<file path="src/rtl/sti_pkg.sv">
// Shared definitions for the serial-transmitter receive path: length codes,
// the FIFO entry layout and the FSM state encoding.
package sti_pkg;

    localparam logic [1:0] LEN_8  = 2'd0;
    localparam logic [1:0] LEN_16 = 2'd1;
    localparam logic [1:0] LEN_24 = 2'd2;
    localparam logic [1:0] LEN_32 = 2'd3;

    localparam logic [0:0] ST_IDLE  = 1'b0;
    localparam logic [0:0] ST_SHIFT = 1'b1;

    // Bit counter saturates one past the longest legal word so overlong words stay flagged.
    localparam logic [5:0] CNT_SAT = 6'd33;

    typedef struct packed {
        logic [31:0] data;
        logic [1:0]  len;
        logic        err;
    } fifo_entry_t;

    localparam int ENTRY_W = $bits(fifo_entry_t);

    function automatic logic [5:0] len_bits(input logic [1:0] code);
        return {1'b0, code, 3'b000} + 6'd8;
    endfunction

endpackage

</file>
<file path="src/rtl/sti_sync_fifo.sv">
// Synchronous FIFO with count-based flags; the head entry is presented from
// storage registers and reads as zero while empty.
module sti_sync_fifo #(
    parameter int WIDTH = 35,
    parameter int DEPTH = 4
) (
    input  logic             clk,
    input  logic             reset,
    input  logic             push_i,
    input  logic [WIDTH-1:0] push_data_i,
    input  logic             pop_i,
    output logic [WIDTH-1:0] head_o,
    output logic             valid_o,
    output logic             drop_o
);

    localparam int PW = (DEPTH > 1) ? $clog2(DEPTH) : 1;
    localparam logic [PW:0] FULL_CNT = DEPTH[PW:0];

    logic [WIDTH-1:0] mem_q [DEPTH];
    logic [PW-1:0]    wr_ptr_q, wr_ptr_d;
    logic [PW-1:0]    rd_ptr_q, rd_ptr_d;
    logic [PW:0]      count_q, count_d;
    logic             full, empty, pop_ok, push_ok;

    assign full    = (count_q == FULL_CNT);
    assign empty   = (count_q == '0);
    assign pop_ok  = pop_i && !empty;
    // A push into a full queue still lands if the head leaves on the same edge.
    assign push_ok = push_i && (!full || pop_ok);
    assign drop_o  = push_i && !push_ok;

    assign valid_o = !empty;
    assign head_o  = empty ? '0 : mem_q[rd_ptr_q];

    always_comb begin
        wr_ptr_d = wr_ptr_q;
        rd_ptr_d = rd_ptr_q;
        count_d  = count_q;
        if (push_ok) wr_ptr_d = wr_ptr_q + 1'b1;
        if (pop_ok)  rd_ptr_d = rd_ptr_q + 1'b1;
        case ({push_ok, pop_ok})
            2'b10:   count_d = count_q + 1'b1;
            2'b01:   count_d = count_q - 1'b1;
            default: count_d = count_q;
        endcase
    end

    always_ff @(posedge clk) begin
        if (reset) begin
            wr_ptr_q <= '0;
            rd_ptr_q <= '0;
            count_q  <= '0;
        end else begin
            wr_ptr_q <= wr_ptr_d;
            rd_ptr_q <= rd_ptr_d;
            count_q  <= count_d;
        end
    end

    always_ff @(posedge clk) begin
        if (push_ok) mem_q[wr_ptr_q] <= push_data_i;
    end

endmodule

</file>
<file path="src/rtl/sti_rx_deser.sv">
// Serial word receiver: rebuilds each si_valid burst into a word, checks its
// length against the captured config, queues it and tracks frame completion.
module sti_rx_deser
    import sti_pkg::*;
#(
    parameter int FIFO_DEPTH = 4
) (
    input  logic        clk,
    input  logic        reset,
    input  logic [1:0]  cfg_length,
    input  logic        cfg_msb,
    input  logic        si_data,
    input  logic        si_valid,
    input  logic        frame_end,
    input  logic        out_ready,
    output logic        out_valid,
    output logic [31:0] out_data,
    output logic [1:0]  out_len,
    output logic        out_err,
    output logic        frame_done,
    output logic        overflow,
    output logic [0:0]  dbg_state_o
);

    logic [0:0]  state_q, state_d;
    logic [31:0] shreg_q, shreg_d;
    logic [5:0]  cnt_q, cnt_d;
    logic [1:0]  len_q, len_d;
    logic        msb_q, msb_d;
    logic        pend_q, pend_d;
    logic        ovf_q, ovf_d;

    logic        push;
    logic        fifo_valid;
    logic        fifo_drop;
    fifo_entry_t push_entry;
    fifo_entry_t head;

    // Handshake: an entry transfers on any clk edge where out_valid && out_ready;
    // out_valid never drops without a transfer, and out_* stay stable while stalled.
    always_comb begin
        state_d = state_q;
        shreg_d = shreg_q;
        cnt_d   = cnt_q;
        len_d   = len_q;
        msb_d   = msb_q;
        push    = 1'b0;
        case (state_q)
            ST_IDLE: begin
                if (si_valid) begin
                    state_d = ST_SHIFT;
                    cnt_d   = 6'd1;
                    len_d   = cfg_length;
                    msb_d   = cfg_msb;
                    shreg_d = {31'b0, si_data};
                end
            end
            ST_SHIFT: begin
                if (si_valid) begin
                    if (msb_q) begin
                        shreg_d = {shreg_q[30:0], si_data};
                    end else if (!cnt_q[5]) begin
                        shreg_d[cnt_q[4:0]] = si_data;
                    end
                    if (cnt_q != CNT_SAT) cnt_d = cnt_q + 6'd1;
                end else begin
                    push    = 1'b1;
                    state_d = ST_IDLE;
                end
            end
            default: state_d = ST_IDLE;
        endcase
    end

    assign push_entry.data = shreg_q;
    assign push_entry.len  = len_q;
    assign push_entry.err  = (cnt_q != len_bits(len_q));

    // Frame completes only once nothing is in flight and the queue has fully drained.
    assign frame_done = pend_q && (state_q == ST_IDLE) && !si_valid && !fifo_valid;

    always_comb begin
        pend_d = pend_q;
        if (frame_done)     pend_d = 1'b0;
        else if (frame_end) pend_d = 1'b1;
        ovf_d = ovf_q | fifo_drop;
    end

    always_ff @(posedge clk) begin
        if (reset) begin
            state_q <= ST_IDLE;
            shreg_q <= '0;
            cnt_q   <= '0;
            len_q   <= LEN_8;
            msb_q   <= 1'b0;
            pend_q  <= 1'b0;
            ovf_q   <= 1'b0;
        end else begin
            state_q <= state_d;
            shreg_q <= shreg_d;
            cnt_q   <= cnt_d;
            len_q   <= len_d;
            msb_q   <= msb_d;
            pend_q  <= pend_d;
            ovf_q   <= ovf_d;
        end
    end

    sti_sync_fifo #(
        .WIDTH (ENTRY_W),
        .DEPTH (FIFO_DEPTH)
    ) u_fifo (
        .clk         (clk),
        .reset       (reset),
        .push_i      (push),
        .push_data_i (push_entry),
        .pop_i       (out_ready),
        .head_o      (head),
        .valid_o     (fifo_valid),
        .drop_o      (fifo_drop)
    );

    assign out_valid   = fifo_valid;
    assign out_data    = head.data;
    assign out_len     = head.len;
    assign out_err     = head.err;
    assign overflow    = ovf_q;
    assign dbg_state_o = state_q;

endmodule

</file>
<file path="config.mk">
export PLATFORM = sky130hd
export DESIGN_NAME = sti_rx_deser
export DESIGN_NICKNAME = d
export VERILOG_FILES = /design/src/rtl/sti_pkg.sv /design/src/rtl/sti_sync_fifo.sv /design/src/rtl/sti_rx_deser.sv
export SDC_FILE = /design/constraint.sdc
export NUM_CORES = 1
export LEC_CHECK = 0
export CORE_MARGIN = 4
export CORE_UTILIZATION = 30
export CTS_CLUSTER_DIAMETER = 100
export DETAILED_ROUTE_END_ITERATION = 16
export PLACE_DENSITY = 0.51
export REMOVE_ABC_BUFFERS = 1
export SYNTH_ARGS = -nofsm -noshare
export SYNTH_HDL_FRONTEND = slang
export SYNTH_SLANG_ARGS = --single-unit
</file>
<file path="constraint.sdc">
create_clock -name clk -period 2.91 [get_ports clk]
set_input_delay 0.582 -clock clk [delete_from_list [all_inputs] [get_ports clk]]
set_output_delay 0.582 -clock clk [all_outputs]
set_load 0.02 [all_outputs]
</file>
Word-level counts from Yosys, hierarchy flattened:

Memories as Yosys holds them, arrays and structs flattened. A register that Yosys moved wholly into a read port is not among the register bits.
Cells that the tools add are included.

* reduce and logical (&&, ||, !) cells: 18
* bitwise gates (word level): 2
* mux-type cells: 21
* $add $sub $neg: 6
* magnitude comparators: 2
* equal/unequal tests: 9

Operator list (count)
* 32-bit 2-to-1 mux: 4
* 32-bit case mux with 2 select lines: 1
* 35-bit 2-to-1 mux: 1
* 32-bit bitwise mux: 1
* 6-bit 2-to-1 mux: 3
* 6-bit case mux with 2 select lines: 1
* 1-bit logical AND: 7
* 5-bit by 4-bit adder with 6-bit output (second input constant): 1
* 6-bit by 1-bit adder with 6-bit output (second input constant): 1
* 5-bit by 6-bit < comparator with 1-bit output (second input constant): 1
* 1-bit 2-to-1 mux: 6
* 6-bit inequality test: 1
* 6-bit inequality test (second input constant): 1
* 3-bit case mux with 2 select lines: 1
* 3-bit AND reduction: 2
* 1-bit demux with 5-bit select: 1
* 5-bit by 1-bit greater-or-equal comparator with 1-bit output (second input constant): 1
* 2-bit by 1-bit adder with 2-bit output (second input constant): 2
* 1-bit zero test: 4
* 2-bit 2-to-1 mux: 2
* 2-bit inequality test (second input constant): 2
* 3-bit by 1-bit adder with 3-bit output (second input constant): 1
* 3-bit == test (second input constant): 1
* 3-bit zero test: 1
* other kinds (11): 11

* memories: 1
* bits in writable memories: 140
* flip-flop bits (word level): 51
* output and inout bits: 39

Memories
* u_fifo.mem_q: depth 4, width 35, read ports 1, clocked after Yosys merged registers in 1, wr ports 1, RTL line sti_sync_fifo.sv:20 `logic [WIDTH-1:0] mem_q [DEPTH];`

Longest topological paths before layout:

* word-level depth: 9
* depth in mapped cells: 10
* depth with buffers taken out: 9

By module:

From an unflattened synthesis, not the netlist that was laid out.

* cell total of the unflattened synthesis: 583
* area, all modules: 8712.1 sq um

By module, submodules not included
* sti_sync_fifo: area an instance 5890.6 sq um, times used 1, seq. area each 4384.2 sq um, cells an instance 277
* sti_rx_deser: area an instance 2821.5 sq um, times used 1, seq. area each 880.8 sq um, cells an instance 306

Worst setup path after synthesis:

OpenSTA, ideal clock, no wires.

* kind: register to register
* start point: register state_q (netlist: dbg_state_o)
* end point: memory u_fifo.mem_q[1][0] (enable)
* arrival time: 1918 ps
* clock period less this slack: 2313 ps
* stages on the path, launching flop included: 5
* slack: 597 ps
* setup time: 395 ps
* path through: dfxtp_1 buf_6 inv_2 nor3_4 and2_1

* word-level cells in the longest chain between the ends: 4

RTL lines
* start, declared: RTL line sti_rx_deser.sv:25 `logic [0:0] state_q, state_d;`
* start signal, assigned: RTL line sti_rx_deser.sv:99 `state_q <= state_d;`
* 1-bit 2-to-1 mux: RTL line sti_rx_deser.sv:48 `case (state_q)`
* 1-bit logical AND: RTL line sti_sync_fifo.sv:30 `assign push_ok = push_i && (!full || pop_ok);`
* 1-bit 2-to-1 mux: RTL line sti_sync_fifo.sv:62 `if (push_ok) mem_q[wr_ptr_q] <= push_data_i;`
* 1-bit 2-to-1 mux (not written as such): RTL line sti_sync_fifo.sv:62
* end, declared: RTL line sti_sync_fifo.sv:20

Every way passes these cells.

==> flow_summary.yaml <==
critical_path:
  path_max_fanout: 9
  reg2reg_slack_ns: 0.68
  cp.arrival_ns: 2.24
  worstPathBufferInverterCount: 2
  required_ns: 2.33
  cp_slowest_stage_delay_ns: 0.53
  path_cells: "buf_12, mux4_2, and2_1, clkdlybuf4s50_1"
  slowest_stage: "clkdlybuf4s50_1"
  critPathLaunchType: "register"
  cp_top_family: "buffers and inverters"
  critPathKind: "reg -> out"
  end_kind: "output port"
yosys:
  synthAdderAreaFrac: 0.01701
  synth_edf_count: 140
  synth.avg_cell_area_um2: 14.20
  ys_ff_latch: 193
  yosysMostFrequentCell: "edfxtp_1"
  ys_top_cells_by_count: "140 x edfxtp_1, 54 x o21ai_0, 53 x dfxtp_1"
  synth_top_family_by_area: "simple AND/OR/NAND/NOR gates"
  yosys.area.top_type: "edfxtp_1"
  synthSimpleGateAreaFrac: 0.1067
  synth_area_mm2: 0.008534
  synth.yosys.warnings: 0
  synth-async-reset-ratio: 0
  yosys.area_share.xor_xnor: 0.01026
  yosysTopAreaCellShare: 0.4926
  syn_inst: 601
  yosys-top-cells-area: "edfxtp_1 49%, dfxtp_1 12%, mux4_2 7.9%"
  yosysSeqAreaShare: 0.6169
  synth_compound_area_frac: 0.1050
  ys.flop_type: "edfxtp_1"
  muxShareOfSynthArea: 0.1028
  synth.distinct_cells: 63
clock_tree:
  cts.sinks: 193
  clk_path_buf_depth: 2
  cts_tree: "built"
  cts_setup_buffers: 0
  cts_made_buffers: 17
  root_buffer: "clkbuf_16"
  clk_latency_ns: 0.43
  cts_hold_buf: 0
  clkTransAtPathRegs_ns: 0.07
  cts-htree-levels: 4
placed_design:
  portBuffers: 47
  placed_cells: 997
  place_ws_ns: 0.04965
  hpwl_um: 11710
  dpl_cell_area_mm2: 0.009319
  place_congestion: 0.8598
timing:
  setup_viol: 0
  holdWs_ns: 0.4960
  worst_slew_pin_slew_ns: 0.9392
  finClkSkew_ns: 0.008093
  post-route-period-util: 0.9700
  max_slew_margin: 0.3730
  rsz0062_at_grt: "no"
  slew_viol_final: 0
  tns_ns: 0
  min_period_ns: 2.823
  fin_ws_ns: 0.08733
  hold_viol: 0
  fmax_ghz: 0.3543
layout:
  syn_to_final_growth_pct: 17.15
  fin_area_mm2: 0.009998
  layout-drive-gt1-share: 0.1501
  antenna_cells: 0
  fin_cells: 1031
  final_nets: 660
  utilization: 0.3579
power_and_ir_drop:
  sw_frac_of_total: 0.2732
  p_sw_mw: 1.884
  leakage_nw: 3.603
  powerDensity_mw_per_mm2: 689.5
  ir_worst_vdd_mv: 0.3838
  clkPwrFrac: 0.333
  pwr-share-seq: 0.441
  pwr-share-comb: 0.226
  total_power_mw: 6.894
  p_int_mw: 5.010
floorplanning:
  die_width_um: 176.7
  core_region_area_mm2: 0.02793
  die_y_um: 176.7
  rows: 61
  dieArea_mm2: 0.03121
  initial_utilization: 0.3055
  pin_count: 48
global_route:
  grt_antenna_before_repair: 0
  grt_first_pass_wirelength_um: 30830
  track_usage: 0.1263
  grt_pass1_vias: 5520
  grt_max_degree: 36
  overflow: 0
min_path:
  hold_path_class: "reg -> reg"
routing:
  drt_pre_antenna_iters: 5
  drc: 0
  wl_per_cell_um: 18.63
  ant_nets: 0
  wl_um: 19210
  initialDrtViolationCount: 326
  vias: 5169
  viasPerCell: 5.014
flow_run:
  max_cap_viol_count: 0
outcome:
  status: "finished clean"
-- layout by cell type (no fill, tap or decap), drive strengths merged, types with 6 or more instances in the layout --
cell / Yosys / layout
edfxtp: 140 / 140
o21ai: 63 / 63
dfxtp: 53 / 53
nor2: 51 / 51
and2: 43 / 43
mux4: 35 / 35
dlymetal6s2s: 0 / 21
clkbuf: 11 / 20
o2bb2ai: 19 / 19
a22oi: 15 / 15
buf: 32 / 15
clkdlybuf4s50: 0 / 14
nand2: 14 / 14
inv: 10 / 14
dlygate4sd2: 0 / 12
a21oi: 11 / 11
ha: 10 / 10
nand2b: 9 / 9
nand3: 8 / 8
nor3: 8 / 8
xor2: 7 / 7
a32oi: 7 / 7
mux2i: 7 / 7
a22o: 6 / 6
-- repair_timing --
action                     in CTS  in global routing
gates cloned                    2                  0
gates resized for setup        14                 23
setup endpoints to repair      35                 22
-- sequential cells by signal, indices dropped and copies added (netlist names), named ones only --
name,flops
u_fifo.mem_q,140
shreg_q,32
cnt_q,6
u_fifo.count_q,3
len_q,2
u_fifo.rd_ptr_q,2
u_fifo.wr_ptr_q,2
dbg_state_o,1
msb_q,1
overflow,1
pend_q,1
-- final cells by class --
cell class	count	area (um2)
fillers	2717	17940
flip-flops and latches	193	5269
multi-input cells	355	2922
repair buffers	63	726.9
well taps	378	473.0
clock buffers	20	436.7
clock inverters	12	133.9
inverters	10	37.54
-- routing by layer --
layer	track usage	share of wire
met5	0	0
met3	0.02542	0.041
met4	0.04062	0.019
met1	0.1697	0.46
met2	0.2068	0.48
-- worst reg2reg max path, delay by kind of cell, from the launching register on --
family	cells	cell delay (ns)
AND/OR/NAND/NOR	3	0.83
XOR/XNOR	1	0.16
buffers and inverters	2	0.13
flip-flops	1	0.36
AO/OA/AOI/OAI	1	0.15
adder cells (fa/ha/maj)	2	0.55
-- power groups by stage --
stage	sequential, mW	combinational (mW)	clock (mW)
floorplan	3.14	0.825	0
global placement	3.08	1.57	0
detailed placement	3.08	1.59	0
CTS	3.04	1.63	2.34
global route	3.04	1.70	2.45
finish	3.04	1.56	2.30
-- logic make-up after synthesis --
group / after synthesis
flip-flops: 193
AND/OR/NAND/NOR: 158
AO/OA/AOI/OAI: 134
buffers and inverters: 53
multiplexers: 42
adder cells (fa/ha/maj): 11
XOR/XNOR: 10
-- worst paths after layout --
path | cells past startpoint | end | start
setup / recovery | 4 | out_data[26] | register
hold / removal | 2 | overflow$_SDFF_PP0_ | overflow$_SDFF_PP0_
setup reg to reg | 9 | u_fifo.count_q[2]$_SDFFE_PP0P_ | u_fifo.count_q[0]$_SDFFE_PP0P_
hold reg to reg | 2 | overflow$_SDFF_PP0_ | overflow$_SDFF_PP0_
(Power assumes the default switching activity.)
